### src/rtl/controle_multiciclo_pkg.sv
// Shared types and encodings for the multicycle RISC-V controller:
// FSM states, ALU operation codes, opcodes and datapath mux selects.
package controle_pkg;

    typedef enum logic [3:0] {
        ST_RESET,
        ST_FETCH,
        ST_LOAD_IR,
        ST_DECODE,
        ST_EXEC,
        ST_ALU_WB,
        ST_ADDR,
        ST_MEM_RD,
        ST_LOAD_WB,
        ST_MEM_WR,
        ST_BRANCH,
        ST_JAL,
        ST_LUI,
        ST_ERROR
    } estado_t;

    localparam logic [2:0] ALU_NOP = 3'b000;
    localparam logic [2:0] ALU_ADD = 3'b001;
    localparam logic [2:0] ALU_SUB = 3'b010;
    localparam logic [2:0] ALU_AND = 3'b011;
    localparam logic [2:0] ALU_OR  = 3'b100;
    localparam logic [2:0] ALU_XOR = 3'b101;

    localparam logic [6:0] OP_R      = 7'b0110011;
    localparam logic [6:0] OP_I      = 7'b0010011;
    localparam logic [6:0] OP_LOAD   = 7'b0000011;
    localparam logic [6:0] OP_STORE  = 7'b0100011;
    localparam logic [6:0] OP_BRANCH = 7'b1100011;
    localparam logic [6:0] OP_JAL    = 7'b1101111;
    localparam logic [6:0] OP_LUI    = 7'b0110111;

    localparam logic       SRC_A_PC     = 1'b0;
    localparam logic       SRC_A_RS1    = 1'b1;
    localparam logic [1:0] SRC_B_RS2    = 2'b00;
    localparam logic [1:0] SRC_B_CONST4 = 2'b01;
    localparam logic [1:0] SRC_B_IMM    = 2'b10;
    localparam logic       PC_SRC_ALU    = 1'b0;
    localparam logic       PC_SRC_ALUOUT = 1'b1;
    localparam logic [1:0] M2R_ALUOUT = 2'b00;
    localparam logic [1:0] M2R_MDR    = 2'b01;
    localparam logic [1:0] M2R_PC     = 2'b10;
    localparam logic [1:0] M2R_IMM    = 2'b11;

    // Counter width able to hold max_val, never narrower than one bit.
    function automatic int largura(input int max_val);
        return (max_val < 2) ? 1 : $clog2(max_val + 1);
    endfunction

endpackage

### src/rtl/controle_multiciclo_if.sv
// Controller <-> datapath bundle: instruction fields and flags in,
// register enables, memory strobes and mux selects out.
interface controle_multiciclo_if;

    logic [6:0] opcode;
    logic [2:0] funct3;
    logic       funct7b5;
    logic       zero;
    logic       mem_ready;

    logic       reset_wire;
    logic       WRITE_PC;
    logic       WRITE_INSTRUCTION;
    logic       WRITE_REG;
    logic       WRITE_ALUOUT;
    logic       WR_MEM_INSTR;
    logic       RD_MEM_DATA;
    logic       WR_MEM_DATA;
    logic [2:0] operacao;
    logic       ALU_SRC_A;
    logic [1:0] ALU_SRC_B;
    logic       PC_SRC;
    logic [1:0] MEM_TO_REG;
    logic       erro;

    modport master (
        input  opcode, funct3, funct7b5, zero, mem_ready,
        output reset_wire, WRITE_PC, WRITE_INSTRUCTION, WRITE_REG, WRITE_ALUOUT,
               WR_MEM_INSTR, RD_MEM_DATA, WR_MEM_DATA, operacao,
               ALU_SRC_A, ALU_SRC_B, PC_SRC, MEM_TO_REG, erro
    );

    modport slave (
        output opcode, funct3, funct7b5, zero, mem_ready,
        input  reset_wire, WRITE_PC, WRITE_INSTRUCTION, WRITE_REG, WRITE_ALUOUT,
               WR_MEM_INSTR, RD_MEM_DATA, WR_MEM_DATA, operacao,
               ALU_SRC_A, ALU_SRC_B, PC_SRC, MEM_TO_REG, erro
    );

endinterface

### src/rtl/contador_espera.sv
// Loadable down-counter that stops at zero and flags it; used for both
// the instruction-fetch wait and the data-memory timeout.
module contador_espera #(
    parameter int WIDTH = 4
) (
    input  logic             clk,
    input  logic             rst,
    input  logic             i_load,
    input  logic [WIDTH-1:0] i_valor,
    input  logic             i_dec,
    output logic             o_fim
);

    logic [WIDTH-1:0] r_count;

    // NOTE: sequential state is updated with <= so every flop samples pre-edge values.
    always_ff @(posedge clk or posedge rst) begin
        if (rst) begin
            r_count <= '0;
        end else if (i_load) begin
            r_count <= i_valor;
        end else if (i_dec && (r_count != '0)) begin
            r_count <= r_count - 1'b1;
        end
    end

    assign o_fim = (r_count == '0);

endmodule

### src/rtl/controle_multiciclo.sv
// Multicycle RISC-V control unit: Moore-decoded FSM with a Mealy branch
// enable, bounded instruction-fetch wait and data-memory timeout.
module controle_multiciclo
    import controle_pkg::*;
#(
    parameter int FETCH_WAIT  = 1,
    parameter int MEM_TIMEOUT = 15
) (
    input  logic                 CLK,
    input  logic                 RST,
    controle_multiciclo_if.master ctl
);

    localparam int W_FETCH = largura(FETCH_WAIT);
    localparam int W_MEM   = largura(MEM_TIMEOUT - 1);
    localparam logic [W_FETCH-1:0] FETCH_CARGA = W_FETCH'(FETCH_WAIT);
    localparam logic [W_MEM-1:0]   MEM_CARGA   = W_MEM'(MEM_TIMEOUT - 1);

    estado_t r_state;
    estado_t w_next;
    logic    w_fetch_fim;
    logic    w_mem_fim;
    logic    w_fetch_load;
    logic    w_mem_load;
    logic    w_mem_dec;
    logic    w_rtype;
    logic    w_taken;

    assign w_fetch_load = (w_next == ST_FETCH) && (r_state != ST_FETCH);
    assign w_mem_load   = (r_state == ST_ADDR);
    assign w_mem_dec    = (r_state == ST_MEM_RD) || (r_state == ST_MEM_WR);
    assign w_rtype      = (ctl.opcode == OP_R);
    assign w_taken      = ((ctl.funct3 == 3'b000) &&  ctl.zero) ||
                          ((ctl.funct3 == 3'b001) && !ctl.zero);

    contador_espera #(.WIDTH(W_FETCH)) u_espera_fetch (
        .clk     (CLK),
        .rst     (RST),
        .i_load  (w_fetch_load),
        .i_valor (FETCH_CARGA),
        .i_dec   (r_state == ST_FETCH),
        .o_fim   (w_fetch_fim)
    );

    // The timeout counter is preloaded with MEM_TIMEOUT-1 so reaching zero
    // without mem_ready marks the last allowed cycle.
    contador_espera #(.WIDTH(W_MEM)) u_espera_mem (
        .clk     (CLK),
        .rst     (RST),
        .i_load  (w_mem_load),
        .i_valor (MEM_CARGA),
        .i_dec   (w_mem_dec),
        .o_fim   (w_mem_fim)
    );

    always_ff @(posedge CLK or posedge RST) begin
        if (RST) begin
            r_state <= ST_RESET;
        end else begin
            r_state <= w_next;
        end
    end

    always_comb begin
        // NOTE: every signal gets a default first so no branch can infer a latch.
        w_next                = r_state;
        ctl.reset_wire        = 1'b0;
        ctl.WRITE_PC          = 1'b0;
        ctl.WRITE_INSTRUCTION = 1'b0;
        ctl.WRITE_REG         = 1'b0;
        ctl.WRITE_ALUOUT      = 1'b0;
        ctl.WR_MEM_INSTR      = 1'b0;
        ctl.RD_MEM_DATA       = 1'b0;
        ctl.WR_MEM_DATA       = 1'b0;
        ctl.operacao          = ALU_NOP;
        ctl.ALU_SRC_A         = SRC_A_PC;
        ctl.ALU_SRC_B         = SRC_B_RS2;
        ctl.PC_SRC            = PC_SRC_ALU;
        ctl.MEM_TO_REG        = M2R_ALUOUT;
        ctl.erro              = 1'b0;

        case (r_state)
            ST_RESET: begin
                ctl.reset_wire = 1'b1;
                w_next         = ST_FETCH;
            end
            ST_FETCH: begin
                ctl.WR_MEM_INSTR = 1'b1;
                if (w_fetch_fim) w_next = ST_LOAD_IR;
            end
            ST_LOAD_IR: begin
                ctl.WRITE_INSTRUCTION = 1'b1;
                ctl.WRITE_PC          = 1'b1;
                ctl.ALU_SRC_B         = SRC_B_CONST4;
                ctl.operacao          = ALU_ADD;
                w_next                = ST_DECODE;
            end
            ST_DECODE: begin
                ctl.ALU_SRC_B    = SRC_B_IMM;
                ctl.operacao     = ALU_ADD;
                ctl.WRITE_ALUOUT = 1'b1;
                case (ctl.opcode)
                    OP_R, OP_I:        w_next = ST_EXEC;
                    OP_LOAD, OP_STORE: w_next = ST_ADDR;
                    OP_BRANCH:         w_next = ST_BRANCH;
                    OP_JAL:            w_next = ST_JAL;
                    OP_LUI:            w_next = ST_LUI;
                    default:           w_next = ST_ERROR;
                endcase
            end
            ST_EXEC: begin
                ctl.ALU_SRC_A    = SRC_A_RS1;
                ctl.ALU_SRC_B    = w_rtype ? SRC_B_RS2 : SRC_B_IMM;
                ctl.WRITE_ALUOUT = 1'b1;
                w_next           = ST_ALU_WB;
                case (ctl.funct3)
                    3'b000:  ctl.operacao = (w_rtype && ctl.funct7b5) ? ALU_SUB : ALU_ADD;
                    3'b100:  ctl.operacao = ALU_XOR;
                    3'b110:  ctl.operacao = ALU_OR;
                    3'b111:  ctl.operacao = ALU_AND;
                    default: w_next       = ST_ERROR;
                endcase
            end
            ST_ALU_WB: begin
                ctl.WRITE_REG  = 1'b1;
                ctl.MEM_TO_REG = M2R_ALUOUT;
                w_next         = ST_FETCH;
            end
            ST_ADDR: begin
                ctl.ALU_SRC_A    = SRC_A_RS1;
                ctl.ALU_SRC_B    = SRC_B_IMM;
                ctl.operacao     = ALU_ADD;
                ctl.WRITE_ALUOUT = 1'b1;
                w_next           = (ctl.opcode == OP_LOAD) ? ST_MEM_RD : ST_MEM_WR;
            end
            ST_MEM_RD: begin
                ctl.RD_MEM_DATA = 1'b1;
                if (ctl.mem_ready)  w_next = ST_LOAD_WB;
                else if (w_mem_fim) w_next = ST_ERROR;
            end
            ST_LOAD_WB: begin
                ctl.WRITE_REG  = 1'b1;
                ctl.MEM_TO_REG = M2R_MDR;
                w_next         = ST_FETCH;
            end
            ST_MEM_WR: begin
                ctl.WR_MEM_DATA = 1'b1;
                if (ctl.mem_ready)  w_next = ST_FETCH;
                else if (w_mem_fim) w_next = ST_ERROR;
            end
            ST_BRANCH: begin
                ctl.ALU_SRC_A = SRC_A_RS1;
                ctl.ALU_SRC_B = SRC_B_RS2;
                ctl.operacao  = ALU_SUB;
                ctl.WRITE_PC  = w_taken;
                ctl.PC_SRC    = w_taken ? PC_SRC_ALUOUT : PC_SRC_ALU;
                w_next        = (ctl.funct3[2:1] == 2'b00) ? ST_FETCH : ST_ERROR;
            end
            ST_JAL: begin
                ctl.WRITE_PC   = 1'b1;
                ctl.PC_SRC     = PC_SRC_ALUOUT;
                ctl.WRITE_REG  = 1'b1;
                ctl.MEM_TO_REG = M2R_PC;
                w_next         = ST_FETCH;
            end
            ST_LUI: begin
                ctl.WRITE_REG  = 1'b1;
                ctl.MEM_TO_REG = M2R_IMM;
                w_next         = ST_FETCH;
            end
            ST_ERROR: begin
                ctl.erro = 1'b1;
            end
            default: begin
                w_next = ST_ERROR;
            end
        endcase
    end

endmodule

### src/flat_wrapper.sv
// flat-port wrapper written by rule: the top's interface ports become plain ports
module controle_multiciclo_flat import controle_pkg::*;
#(
    parameter int FETCH_WAIT  = 1,
    parameter int MEM_TIMEOUT = 15
)
  (CLK, RST, ctl_opcode, ctl_funct3, ctl_funct7b5, ctl_zero, ctl_mem_ready, ctl_reset_wire, ctl_WRITE_PC, ctl_WRITE_INSTRUCTION, ctl_WRITE_REG, ctl_WRITE_ALUOUT, ctl_WR_MEM_INSTR, ctl_RD_MEM_DATA, ctl_WR_MEM_DATA, ctl_operacao, ctl_ALU_SRC_A, ctl_ALU_SRC_B, ctl_PC_SRC, ctl_MEM_TO_REG, ctl_erro);
  controle_multiciclo_if ctl_i ();
  input  logic CLK;
  input  logic RST;
  input wire logic [$bits(ctl_i.opcode)-1:0] ctl_opcode;
  input wire logic [$bits(ctl_i.funct3)-1:0] ctl_funct3;
  input wire logic [$bits(ctl_i.funct7b5)-1:0] ctl_funct7b5;
  input wire logic [$bits(ctl_i.zero)-1:0] ctl_zero;
  input wire logic [$bits(ctl_i.mem_ready)-1:0] ctl_mem_ready;
  output wire logic [$bits(ctl_i.reset_wire)-1:0] ctl_reset_wire;
  output wire logic [$bits(ctl_i.WRITE_PC)-1:0] ctl_WRITE_PC;
  output wire logic [$bits(ctl_i.WRITE_INSTRUCTION)-1:0] ctl_WRITE_INSTRUCTION;
  output wire logic [$bits(ctl_i.WRITE_REG)-1:0] ctl_WRITE_REG;
  output wire logic [$bits(ctl_i.WRITE_ALUOUT)-1:0] ctl_WRITE_ALUOUT;
  output wire logic [$bits(ctl_i.WR_MEM_INSTR)-1:0] ctl_WR_MEM_INSTR;
  output wire logic [$bits(ctl_i.RD_MEM_DATA)-1:0] ctl_RD_MEM_DATA;
  output wire logic [$bits(ctl_i.WR_MEM_DATA)-1:0] ctl_WR_MEM_DATA;
  output wire logic [$bits(ctl_i.operacao)-1:0] ctl_operacao;
  output wire logic [$bits(ctl_i.ALU_SRC_A)-1:0] ctl_ALU_SRC_A;
  output wire logic [$bits(ctl_i.ALU_SRC_B)-1:0] ctl_ALU_SRC_B;
  output wire logic [$bits(ctl_i.PC_SRC)-1:0] ctl_PC_SRC;
  output wire logic [$bits(ctl_i.MEM_TO_REG)-1:0] ctl_MEM_TO_REG;
  output wire logic [$bits(ctl_i.erro)-1:0] ctl_erro;
  assign ctl_i.opcode = ctl_opcode;
  assign ctl_i.funct3 = ctl_funct3;
  assign ctl_i.funct7b5 = ctl_funct7b5;
  assign ctl_i.zero = ctl_zero;
  assign ctl_i.mem_ready = ctl_mem_ready;
  assign ctl_reset_wire = ctl_i.reset_wire;
  assign ctl_WRITE_PC = ctl_i.WRITE_PC;
  assign ctl_WRITE_INSTRUCTION = ctl_i.WRITE_INSTRUCTION;
  assign ctl_WRITE_REG = ctl_i.WRITE_REG;
  assign ctl_WRITE_ALUOUT = ctl_i.WRITE_ALUOUT;
  assign ctl_WR_MEM_INSTR = ctl_i.WR_MEM_INSTR;
  assign ctl_RD_MEM_DATA = ctl_i.RD_MEM_DATA;
  assign ctl_WR_MEM_DATA = ctl_i.WR_MEM_DATA;
  assign ctl_operacao = ctl_i.operacao;
  assign ctl_ALU_SRC_A = ctl_i.ALU_SRC_A;
  assign ctl_ALU_SRC_B = ctl_i.ALU_SRC_B;
  assign ctl_PC_SRC = ctl_i.PC_SRC;
  assign ctl_MEM_TO_REG = ctl_i.MEM_TO_REG;
  assign ctl_erro = ctl_i.erro;
  controle_multiciclo #(.FETCH_WAIT(FETCH_WAIT), .MEM_TIMEOUT(MEM_TIMEOUT)) u_core (.CLK(CLK), .RST(RST), .ctl(ctl_i));
endmodule
### config.mk
export PLATFORM = sky130hd
export DESIGN_NAME = controle_multiciclo_flat
export DESIGN_NICKNAME = d
export VERILOG_FILES = /design/src/rtl/controle_multiciclo_pkg.sv /design/src/rtl/controle_multiciclo_if.sv /design/src/rtl/contador_espera.sv /design/src/rtl/controle_multiciclo.sv /design/src/flat_wrapper.sv
export SDC_FILE = /design/constraint.sdc
export NUM_CORES = 1
export LEC_CHECK = 0
export BUFFER_PORTS_ARGS = -buffer_cell sky130_fd_sc_hd__buf_2
export CAP_MARGIN = 20
export CELL_PAD_IN_SITES_DETAIL_PLACEMENT = 0
export CELL_PAD_IN_SITES_GLOBAL_PLACEMENT = 1
export CORE_MARGIN = 2
export CORE_UTILIZATION = 38
export CTS_CLUSTER_DIAMETER = 100
export DETAILED_ROUTE_END_ITERATION = 12
export PLACE_DENSITY_LB_ADDON = 0.1
export SLEW_MARGIN = 0
export SYNTH_ARGS = -nofsm -noshare
export SYNTH_HDL_FRONTEND = slang
export SYNTH_SLANG_ARGS = --single-unit
### constraint.sdc
create_clock -name CLK -period 4.7 [get_ports CLK]
set_clock_uncertainty 0.15 [all_clocks]
set_input_delay 0.47 -clock CLK [delete_from_list [all_inputs] [get_ports CLK]]
set_output_delay 0.47 -clock CLK [all_outputs]
set_load 0.02 [all_outputs]
# Word level (Yosys, flattened, before mapping)
# Index checks and enable logic that the tools add are counted.
# W data, S select, Z words.
word_totals:
  regBits: 9
  output_inout_bits: 18
classes:
  addsub: 2
  n_reduce_logical: 26
  mux: 31
  n_eq_ne: 26
op_table:
  columns: ["op", "n"]
  rows:
  - ["$pmux W4 S10", 1]
  - ["$mux W4", 9]
  - ["$eq A4 B4 Y1 const B", 6]
  - ["$eq A7 B6 Y1 const B", 3]
  - ["$pmux W4 S5", 1]
  - ["$eq A4 B3 Y1 const B", 4]
  - ["$eq A7 B7 Y1 const B", 2]
  - ["$mux W1", 12]
  - ["$pmux W2 S3", 2]
  - ["$pmux W3 S4", 1]
  - ["$eq A3 B3 Y1 const B", 3]
  - ["$pmux W3 S3", 1]
  - ["$reduce_or A3 Y1", 3]
  - ["$eq A4 B1 Y1 const B", 2]
  - ["$eq A4 B2 Y1 const B", 2]
  - ["$logic_not A4 Y1", 2]
  - ["$reduce_or A2 Y1", 4]
  - ["$reduce_or A4 Y1", 2]
  - ["$eq A7 B2 Y1 const B", 1]
  - ["$eq A7 B5 Y1 const B", 1]
  - ["$logic_and A1 B1 Y1", 6]
  - ["$reduce_or A5 Y1", 1]
  - ["$mux W2", 2]
  - ["$ne A4 B1 Y1 const B", 1]
  - ["10 further kinds", 13]

# Depth between registers and ports, before layout
# Gate-level depths: netlist of the first run.
logic_depth:
  depth_word: 7
  ltp_mapped: 7
  depth_no_buf: 7

# Cells and area by module
# From an unflattened synthesis of the first run, not the netlist that was laid out.
hier_totals:
  hier_cells: 148
  hier_area_um2: 1084.8
modules_own_cells:
  columns: ["module", "seq_area_each_um2", "cells_per_inst", "area_each_um2", "instances"]
  rows:
  - ["controle_multiciclo", 100.1, 115, 774.5, 1]
  - ["contador_espera at u_core.u_espera_mem", 100.1, 28, 261.5, 1]
  - ["contador_espera at u_core.u_espera_fetch", 25.0, 5, 48.8, 1]

# Least setup slack after synthesis of the first run
# Ideal clock, no wire load.
synth_timing:
  path_kind: "flip-flop to output port"
  startpoint: "register u_core.r_state[1]"
  endpoint: "output port ctl_WRITE_PC"
  stages_incl_launch_ff: 5
  setup_slack_ps: 2256
  n_path_buf: 2
  required_ps: 4080
  arrival_time_ps: 1824
  cell_sequence: "dfrtp_1 -> clkbuf_2 -> clkbuf_1 -> nor4b_1 -> or2_2"
synth_between:
  elab_chain_len: 3
  word_cells_on_any_way: 5
  cone_classes: "eq/ne: 3; mux: 1; reduce/logical: 1"
synth_rtl:
  columns: ["element", "line_no", "rtl"]
  rows:
  - ["from (decl)", "controle_multiciclo.sv:19", "estado_t r_state;"]
  - ["from (signal assigned)", "controle_multiciclo.sv:60", "r_state <= w_next;"]
  - ["$eq A4 B2 Y1 / $eq A4 B4 Y1 (equally long branches)", "controle_multiciclo.sv:82", "case (r_state)"]
  - ["$reduce_or A2 Y1 (no source line)", null, null]
  - ["$pmux W1 S2 *", "controle_multiciclo.sv:82", null]
  - ["to (decl)", "flat_wrapper.sv:17", "output wire logic [$bits(ctl_i.WRITE_PC)-1:0] ctl_WRITE_PC;"]
# Every way passes the cells marked *; elsewhere a longest branch is shown, timed or not.

# Worst setup path after layout of the first run
layout_timing:
  startpoint: "input port ctl_opcode[2]"
  endpoint: "output port ctl_operacao[1]"
layout_between:
  elab_chain_len: 5
layout_rtl:
  columns: ["element", "line_no", "rtl"]
  rows:
  - ["from (decl)", "flat_wrapper.sv:11", "input wire logic [$bits(ctl_i.opcode)-1:0] ctl_opcode;"]
  - ["$eq A7 B6 Y1", "controle_multiciclo.sv:32", "assign w_rtype = (ctl.opcode == OP_R);"]
  - ["$logic_and A1 B1 Y1", "controle_multiciclo.sv:117", "3'b000: ctl.operacao = (w_rtype && ctl.funct7b5) ? ALU_SUB : ALU_ADD;"]
  - ["$mux W2", "controle_multiciclo.sv:117", null]
  - ["$pmux W3 S4", "controle_multiciclo.sv:116", "case (ctl.funct3)"]
  - ["$pmux W3 S3", "controle_multiciclo.sv:82", null]
  - ["to (decl)", "flat_wrapper.sv:24", "output wire logic [$bits(ctl_i.operacao)-1:0] ctl_operacao;"]
# Every way passes these cells.

==> reports/qor.yml, run 1 <==
status: "finished clean"
layout-drive-gt1-share: 0.3077
end_kind: "output port"
critical_path_class: "in -> out"
yosysTopAreaCell: "dfrtp_1"
clock.fmax_mhz: 393.1
muxShareOfSynthArea: 0
grt.met3_usage: 0.01882
crit_required_ps: 4080
wl_per_cell_um: 12.95
root_buffer: "clkbuf_4"
synthCells: 127
ctsHoldBuffers: 0
grt_antenna_before_repair: 0
use_met2: 0.2659
wl_um: 2408
p_per_area_nw_per_um2: 135.3
ys_top_cells_by_area: "dfrtp_1, nand2_1, clkbuf_8, a21oi_1, or3_1"
gr-usage-met1: 0.2709
min_period_ps: 2544
area_growth_syn_to_layout_pct: 15.76
die_h_um: 55.10
leakage_nw: 0.5476
fillers: 270
start_util: 0.4005
power.total_uw: 155.4
synth_edf_count: 0
fin_area_um2: 1149
cts_resized: 0
first_iter_violations: 25
synth.distinct_cells: 49
synth-async-reset-ratio: 1.000
die_w_um: 55.10
setup_viol: 0
synthXorXnorAreaFrac: 0.03531
whs_ps: 14.65
grt_pass1_wl_um: 3981
dieArea_um2: 3036
vdd_drop_max_mv: 0.09178
vias_per_cell: 5.511
rows: 18
synthAdderAreaFrac: 0.01261
synth_ff_type: "dfrtp_1"
drv_cap: 0
grt-busiest-layer: "met1"
grtUsageTotal: 0.1771
ys_ff_latch: 9
min_period_over_period: 0.5412
cts.clk_slew.worst_paths_ps: 60
dp_hpwl_um: 1867
drcViolationCount: 0
final_cell_mix: "buf_2, nand2_1, dfrtp_1, inv_1, nor2_1"
slew_violations: 0
final_cells: 186
tns_ps: 0
synth-compound-area-share: 0.2358
numPortBuffers: 32
clock_sinks: 9
place.gp.congestion: 0.7643
ant_nets: 0
cts_tree: "built"
hold_class: "in -> async"
worstMarginPinSlew_ps: 593.8
drtPass1Iterations: 4
worstSkewPairLatency_ps: 250
cts_setup_buffers: 0
num_antenna_cells: 0
dp_cells: 182
netlist_area_um2: 992.2
startpoint_type: "input port"
clockBufferDepth: 2
synth_nets: 143
relSlewSlack: 0.6041
fin_ws_ps: 2156
syn_area_per_cell_um2: 7.813
dr_total_vias: 1025
ys_seq_area_frac: 0.2270
synth_top_family_by_area: "simple AND/OR/NAND/NOR gates"
grt.overflow.total: 0
rsz0062_at_grt: "no"
post-route-util: 0.4636
finalHoldViolations: 0
pre_cts_slack_ps: 2143
core_um2: 2477
numCtsBuffers: 3
synth_warnings: 0
grt_max_degree: 22
cp.arrival_ps: 1920
final_common_cell: "buf_2"
io_pins: 33
final_nets: 173
h-tree-depth: 1
grt_pass1_vias: 884
synthSimpleGateAreaFrac: 0.3909
dpl_cell_area_um2: 1122
synth_top_area_share: 0.2270
cp_max_fo: 6
[worst paths after layout]
path                                                 from                              to  slack (ps)  depth (start not counted)
max                                         ctl_opcode[2]                 ctl_operacao[1]        2160                          7
min                                                   RST  u_core.u_espera_mem.r_count[0]          10                          2
max reg2reg                             u_core.r_state[2]   u_core.u_espera_fetch.r_count        2470                          5
min reg2reg                u_core.u_espera_mem.r_count[3]  u_core.u_espera_mem.r_count[3]         400                          2
max in group asynchronous                             RST   u_core.u_espera_fetch.r_count        4140                          2
min in group CLK           u_core.u_espera_mem.r_count[3]  u_core.u_espera_mem.r_count[3]         400                          2
[routing by layer]
metal | vias to the layer above | share of wire
li1 | 523 | -
met1 | 474 | 0.51
met2 | 26 | 0.44
met3 | 2 | 0.043
met4 | 0 | 0.0050
met5 | - | 0
[critical path, cell delays in order]
cell and delay [ps]:
buf_2 130, or3_1 380, nor3_1 250, nand3b_1 130, o31a_1 260, o22ai_1 120
buf_2 180
[cell usage after synthesis (all sizes together), types with 3 or more instances]
| cell | count |
|---|---|
| a21oi | 7 |
| and2 | 3 |
| clkbuf | 7 |
| dfrtp | 9 |
| inv | 8 |
| nand2 | 17 |
| nand2b | 3 |
| nand3 | 3 |
| nor2 | 8 |
| nor3 | 4 |
| o211ai | 3 |
| o21ai | 4 |
| o21bai | 3 |
| or2 | 4 |
| or3 | 5 |
| xnor2 | 3 |
[report_power, final]
part / switching [mW] / leakage [nW] / total (mW) / internal (mW)
Sequential: 0 / 0.105 / 0.0775 / 0.0775
Combinational: 0.0114 / 0.428 / 0.0203 / 0.00889
Clock: 0.0250 / 0.0150 / 0.0576 / 0.0326
[state kept, by name (all words and copies together) (netlist names)]
name,flops
u_core.u_espera_fetch.r_count,1
u_core.u_espera_mem.r_count,4
u_core.r_state,4
[cell families after synthesis]
kind of cell,after synthesis
and+or+nand+nor,66
AOI/OAI and AO/OA,32
buffers and inverters,15
DFF,9
xor gates and xnor gates,4
adders and majority gates,1
[area by class of cell]
cell class / instances / area [um^2] / area share
clock buffers: 4 / 26.28 / 0.02288
well taps: 30 / 37.54 / 0.03268
repair buffers: 32 / 160.2 / 0.1394
multi-input cells: 103 / 669.4 / 0.5828
inverters: 8 / 30.03 / 0.02614
flip-flops and latches: 9 / 225.2 / 0.1961
Power figures use the tool's default switching activity.
==> inputs of run 2 (changes only) <==
ABC_AREA = 1   (was not set)
CORE_UTILIZATION = 32   (was 38)
clock period = 2.6 ns   (was 4.7 ns; I/O delays follow)
==> run 2 against run 1 <==
Via count grew 9.0%. Non-clock buffer count up 1. Register-to-register slack worse by 1600 ps. Design area grew 0.98%. Die area up 9.9%. Synthesized area is 6.8% lower. Power is 79% higher. First-iteration DRC count grew 76%. Clock power rose by 79%.
==> reports/qor.yml, run 2 <==
status: "finished clean"  # unchanged
leakage_nw: 0.6992  # was 0.5476 nW
r2r_cells: 9  # was 5
yosysMostFrequentCell: "nand2_1"  # unchanged
ys_top_cells_by_count: "nand2_1, inv_1, nor2_1"  # was nand2_1, dfrtp_1, inv_1, nor2_1, a21oi_1
drcViolationCount: 0  # unchanged
netlist_area_um2: 924.6  # was 992.2 um^2
core_um2: 2758  # was 2477 um^2
start_util: 0.3353  # was 0.4005
worstSkewPairLatency_ps: 250  # about the same
dp_hpwl_um: 2077  # was 1867 um
crit_required_ps: 2190  # was 4080 ps
clock_sinks: 9  # unchanged
grt_pass1_wl_um: 3753  # was 3981 um
slew_violations: 0  # unchanged
holdPathEnd: "u_core.r_state[3]"
startpoint_type: "register"  # was input port
critPathTopFamily: "simple AND/OR/NAND/NOR gates"  # unchanged
fin_ws_ps: 636.0  # was 2156 ps
worstMarginPinSlew_ps: 354.2  # was 593.8 ps
fin_area_um2: 1160  # was 1149 um^2
pre_cts_slack_ps: 883.3  # was 2143 ps
clock.fmax_mhz: 509.2
cts.clk_slew.worst_paths_ps: 60  # about the same
vdd_drop_max_mv: 0.4471  # was 0.09178 mV
maxUsedRoutingLayer: "met3"  # was met4
rows: 19  # was 18
ys_seq_area_frac: 0.2436  # was 0.2270
wl_met3_um: 190  # was 103 um
dpl_cell_area_um2: 1124  # was 1122 um^2
vias_per_cell: 4.794  # was 5.511
timing.rr.end: "u_core.u_espera_fetch.r_count"  # unchanged
grtUsageTotal: 0.1403  # was 0.1771
drv_cap: 0  # unchanged
rsz0062_at_grt: "no"  # unchanged
critPathSlowestCell: "dfrtp_1"  # was or3_1
synth_ff_type: "dfrtp_1"  # unchanged
worstHoldStart: "ctl_opcode[6]"
die_w_um: 57.76  # was 55.10 um
synth_edf_count: 0  # unchanged
grt_pass1_vias: 895  # was 884
final_common_cell: "nand2_1"  # was buf_2
drt-met1-wl_um: 1102  # was 1230 um
final_cells: 233  # was 186
synth_warnings: 0  # unchanged
ys_ff_latch: 9  # unchanged
dp_cells: 228  # was 182
ant_nets: 0  # unchanged
syn_area_per_cell_um2: 5.604  # was 7.813 um^2
setup_viol: 0  # unchanged
final_nets: 219  # was 173
clockBufferDepth: 2  # unchanged
ys_top_cells_by_area: "dfrtp_1, nand2_1, inv_1, nand3_1, nor2_1"  # was dfrtp_1, nand2_1, clkbuf_8, a21oi_1, or3_1
synthCells: 165  # was 127
place.gp.congestion: 0.8066  # was 0.7643
holdPathStages: 5
crit-reg2reg-launch: "u_core.u_espera_mem.r_count[0]"  # was u_core.r_state[2]
grt_max_degree: 10  # was 22
worstPathCellList: "inv_2, nor2_2, nand2_1, inv_1, nand4_1, nand3_1, buf_2"  # was buf_2, or3_1, nor3_1, nand3b_1, o31a_1, o22ai_1, buf_2
ff2ff_setup_slack_ps: 900  # was 2470 ps
yosysTopAreaCell: "dfrtp_1"  # unchanged
synth_nets: 181  # was 143
finalHoldViolations: 0  # unchanged
grt_antenna_before_repair: 0  # unchanged
area_growth_syn_to_layout_pct: 25.44  # was 15.76%
synth_top_area_share: 0.2436  # was 0.2270
wl_met2_um: 1082  # was 1062 um
whs_ps: 302.2  # was 14.65 ps
die_h_um: 57.76  # was 55.10 um
ctsHoldBuffers: 1  # was 0
final_cell_mix: "nand2_1, buf_2, inv_1, nor2_1, nand3_1"  # was buf_2, nand2_1, dfrtp_1, inv_1, nor2_1
io_pins: 33  # unchanged
dr_total_vias: 1117  # was 1,025
cp.arrival_ps: 1550  # was 1920 ps
first_iter_violations: 44  # was 25
cts_setup_buffers: 0  # unchanged
cts_resized: 0  # unchanged
grt.overflow.total: 0  # unchanged
relSlewSlack: 0.7630  # was 0.6041
cp_max_fo: 6  # unchanged
numCtsBuffers: 3  # unchanged
cts_tree: "built"  # unchanged
slowest_delay_ps: 400  # was 380 ps
critical_path_class: "reg -> out"  # was in -> out
wl_um: 2375  # was 2408 um
drtPass1Iterations: 4  # unchanged
wl_per_cell_um: 10.19  # was 12.95 um
numPortBuffers: 32  # unchanged
tns_ps: 0  # unchanged
startpoint: "u_core.r_state[3]"  # was ctl_opcode[2]
root_buffer: "clkbuf_4"  # unchanged
min_period_ps: 1964
hold_class: "in -> reg"  # was in -> async
top_regs: "u_core.r_state (4), u_core.u_espera_mem.r_count (4), u_core.u_espera_fetch.r_count (1)"  # unchanged
p_per_area_nw_per_um2: 240.1  # was 135.3 nW/um^2
min_period_over_period: 0.7554
h-tree-depth: 1  # unchanged
end_kind: "output port"  # unchanged
synth.distinct_cells: 23  # was 49
layout-drive-gt1-share: 0.2475  # was 0.3077
synth-async-reset-ratio: 1.000  # unchanged
path_buf_inv: 3  # was 2
dieArea_um2: 3336  # was 3036 um^2
num_antenna_cells: 0  # unchanged
-- run 2: cell types whose count changed in the layout (fill, tap and decap cells not counted), moves of 6 or more --
cell,previous run,this run
nand2_1,17,42
nand3_1,3,19
nor2_1,8,25
inv_2,0,6
inv_1,8,28
-- run 2: worst max-delay path by stage --
stage	end	slack (ps)	cells after the start
3_3_place_gp	u_core.u_espera_fetch.r_count	900	9
6_report	ctl_WRITE_PC	640	7
5_1_grt	ctl_ALU_SRC_B[1]	460	6
4_1_cts	ctl_operacao[1]	620	7
2_1_floorplan	ctl_ALU_SRC_B[1]	960	3
3_5_place_dp	u_core.u_espera_fetch.r_count	880	10
-- run 2: stage by stage --
stage	power (mW)	utilization
finish	0.2784	0.4206
global placement	0.1759	0.4074
floorplan	0.1591	-
detailed placement	0.1769	0.4074
CTS	0.2836	0.4206
global route	0.2973	0.4206
-- run 2: logic make-up after synthesis --
family                     count (synthesis)  synth area share
AOI/OAI and AO/OA                         20            0.1286
xor gates and xnor gates                   1          0.009474
adders and majority gates                  1           0.01353
buffers and inverters                     35            0.1421
DFF                                        9            0.2436
and+or+nand+nor                           99            0.4628
-- run 2: worst min-delay path, stage by stage --
cell	delay, ps
buf_2	120
o21ai_0	100
nand2_1	70
nor2_1	60
inv_1	50
-- run 2: layer usage --
layer / vias to the layer above / global-route usage
li1: 598 / -
met1: 482 / 0.1865
met2: 37 / 0.2419
met3: 0 / 0.03348
met4: 0 / 0.009967
met5: - / 0
-- run 2: cell type report --
type | instances | area [um^2]
Sequential cell | 9 | 225.2
Inverter | 35 | 131.4
Clock buffer | 4 | 26.28
Fill cell | 326 | 1598
Multi-Input combinational cell | 121 | 568.0
Tap cell | 31 | 38.79
Timing Repair Buffer | 33 | 170.2
-- run 2: power breakdown --
| part | total, mW | switching, mW | internal (mW) |
|---|---|---|---|
| combinational | 0.0350 | 0.0202 | 0.0149 |
| clock | 0.103 | 0.0444 | 0.0589 |
| sequential | 0.140 | 0 | 0.140 |
==> inputs of run 3 (changes only) <==
clock period = 2.05 ns   (was 2.6 ns; I/O delays follow)
==> run 3 against run 2 <==
Register-to-register slack lost 570 ps. Sequential share of layout area is essentially flat. Sequential power grew 27%. Utilization grew 0.091 points. Worst hold slack lost 67 ps. Wire length grew 7.6%. Die area is the same. Clock-buffer cell count is the same. Design area grew 0.22%. Critical path type unchanged. Critical endpoint is now ctl_operacao[1]. Largest cell class unchanged.
==> reports/qor.yml, run 3 (synthesis gave the netlist of run 2 again) <==
status: "finished clean"  # unchanged
path_buf_inv: 3  # unchanged
drv_cap: 0  # unchanged
drtPass1Iterations: 6  # was 4
power.total_uw: 364.3  # was 278.4 uW
cts.clk_slew.worst_paths_ps: 60  # about the same
io_pins: 33  # unchanged
slew_violations: 0  # unchanged
num_antenna_cells: 0  # unchanged
first_iter_violations: 41  # was 44
drcViolationCount: 0  # unchanged
p_switching_uw: 92.67  # was 64.59 uW
pre_cts_slack_ps: 322.3  # was 883.3 ps
core_um2: 2758  # unchanged
grtUsageTotal: 0.1591  # was 0.1403
vdd_drop_max_mv: 0.1958  # was 0.4471 mV
gr-usage-met1: 0.2108  # was 0.1865
clock_sinks: 9  # unchanged
root_buffer: "clkbuf_4"  # unchanged
slowest_delay_ps: 410  # was 400 ps
crit_required_ps: 1690  # was 2190 ps
critical_path_class: "reg -> out"  # unchanged
startpoint: "u_core.r_state[3]"  # unchanged
dp_cells: 228  # unchanged
numCtsBuffers: 3  # unchanged
critPathTopFamily: "flip-flops"  # was simple AND/OR/NAND/NOR gates
cp_max_fo: 6  # unchanged
layout-drive-gt1-share: 0.2525  # was 0.2475
dr_total_vias: 1133  # was 1,117
rsz0062_at_grt: "yes"  # was no
top_regs: "u_core.r_state (4), u_core.u_espera_mem.r_count (4), u_core.u_espera_fetch.r_count (1)"  # unchanged
pwr-share-comb: 0.124  # was 0.126
finalHoldViolations: 0  # unchanged
wl_um: 2555  # was 2375 um
r2r_cells: 10  # was 9
grt_antenna_before_repair: 0  # unchanged
worstMarginPinSlew_ps: 373.3  # was 354.2 ps
endpoint: "ctl_operacao[1]"  # was ctl_WRITE_PC
grt-busiest-layer: "met2"  # unchanged
grt_max_degree: 10  # unchanged
p_per_area_nw_per_um2: 313.4  # was 240.1 nW/um^2
p_seq_frac: 0.487  # was 0.503
leakage_nw: 0.6992  # about the same
hold_class: "in -> reg"  # unchanged
crit-reg2reg-launch: "u_core.u_espera_mem.r_count[0]"  # unchanged
swShare: 0.2544  # was 0.2320
wl_per_cell_um: 10.97  # was 10.19 um
worstSkewPairLatency_ps: 260  # was 250 ps
h-tree-depth: 1  # unchanged
die_w_um: 57.76  # unchanged
dp_hpwl_um: 2151  # was 2077 um
fin_ws_ps: 127.6  # was 636.0 ps
cp_num_cells: 7  # unchanged
setup_viol: 0  # unchanged
tns_ps: 0  # unchanged
final_cells: 233  # unchanged
rows: 19  # unchanged
dieArea_um2: 3336  # unchanged
place.gp.congestion: 0.8598  # was 0.8066
numPortBuffers: 32  # unchanged
vias_per_cell: 4.863  # was 4.794
grt.overflow.total: 0  # unchanged
cp.arrival_ps: 1570  # was 1550 ps
final_nets: 219  # unchanged
timing.rr.end: "u_core.u_espera_fetch.r_count"  # unchanged
die_h_um: 57.76  # unchanged
startpoint_type: "register"  # unchanged
worstPathCellList: "inv_2, nor2_2, nand2_1, inv_1, nor2_1, a31oi_1, buf_2"  # was inv_2, nor2_2, nand2_1, inv_1, nand4_1, nand3_1, buf_2
min_period_over_period: 0.9378
min_period_ps: 1922
intPower_uw: 271.6  # was 213.8 uW
final_cell_mix: "nand2_1, buf_2, inv_1, nor2_1, nand3_1"  # unchanged
final_common_cell: "nand2_1"  # unchanged
area_growth_syn_to_layout_pct: 25.71  # was 25.44%
grt_pass1_vias: 994  # was 895
use_met2: 0.2695  # was 0.2419
ff2ff_setup_slack_ps: 330  # was 900 ps
grt_pass1_wl_um: 4215  # was 3753 um
post-route-util: 0.4215  # was 0.4206
relSlewSlack: 0.7508  # was 0.7630
cts_tree: "built"  # unchanged
clockBufferDepth: 2  # unchanged
start_util: 0.3353  # unchanged
end_kind: "output port"  # unchanged
ant_nets: 0  # unchanged
grt.met3_usage: 0.02679  # was 0.03348
clockPowerShare: 0.388  # was 0.371
clock.fmax_mhz: 520.2
critPathSlowestCell: "dfrtp_1"  # unchanged
[run 3: cell types whose count changed in the layout (fill, tap and decap cells not counted)]
cell    before  now
nor2_2       5    6
nor2_1      25   24
[run 3: worst min-delay path by stage]
stage | cells after the start | to | start | slack [ps]
6_report | 5 | u_core.r_state[3] | ctl_opcode[6] | 240
5_1_grt | 5 | u_core.r_state[3] | ctl_opcode[6] | 280
4_1_cts | 5 | u_core.r_state[3] | ctl_opcode[6] | 230
3_5_place_dp | 2 | u_core.u_espera_mem.r_count[0] | RST | 40
3_3_place_gp | 2 | u_core.u_espera_mem.r_count[1] | RST | 30
2_1_floorplan | 1 | u_core.r_state[0] | RST | -120
[run 3: layer usage]
metal	vias up	part of all wire	routed length, um
met2	41	0.48	1223
met4	0	0.0023	6
met5	-	0	0
li1	594	-	-
met1	496	0.45	1137
met3	2	0.074	188
[run 3: area by class of cell]
cell class	instances	area (um^2)
clock buffers	4	26.28
inverters	35	131.4
repair buffers	33	170.2
multi-input cells	121	570.5
well taps	31	38.79
flip-flops and latches	9	225.2
fillers	310	1595
[run 3: stage by stage]
stage / hold WS, ps / area [um^2]
finish: 235.3 / 1162
global route: 280.6 / 1162
CTS: 229.4 / 1160
detailed placement: 43.22 / 1124
global placement: 34.16 / 1124
floorplan: -117.1 / 924.6
[run 3: power by group through the flow]
| stage | clock network, mW | logic [mW] | registers [mW] |
|---|---|---|---|
| final | 0.141 | 0.0453 | 0.178 |
| after global routing | 0.157 | 0.0526 | 0.177 |
| after CTS | 0.147 | 0.0459 | 0.177 |
| after detailed placement | 0 | 0.0443 | 0.181 |
| after global placement | 0 | 0.0427 | 0.181 |
| after floorplan | 0 | 0.0209 | 0.181 |
[run 3: timing repair]
action / CTS / global route
hold buffers: 1 / 0
endpoints found under the setup margin: 0 / 2
resized for setup: 0 / 1
setup buffers: 0 / 0
hold endpoints to repair: 9 / 0
[run 3: worst min-delay path, delay by kind of cell]
| kind | cells | cell delay (ps) |
|---|---|---|
| buffers and inverters | 2 | 170 |
| AOI/OAI and AO/OA | 1 | 100 |
| and+or+nand+nor | 2 | 130 |
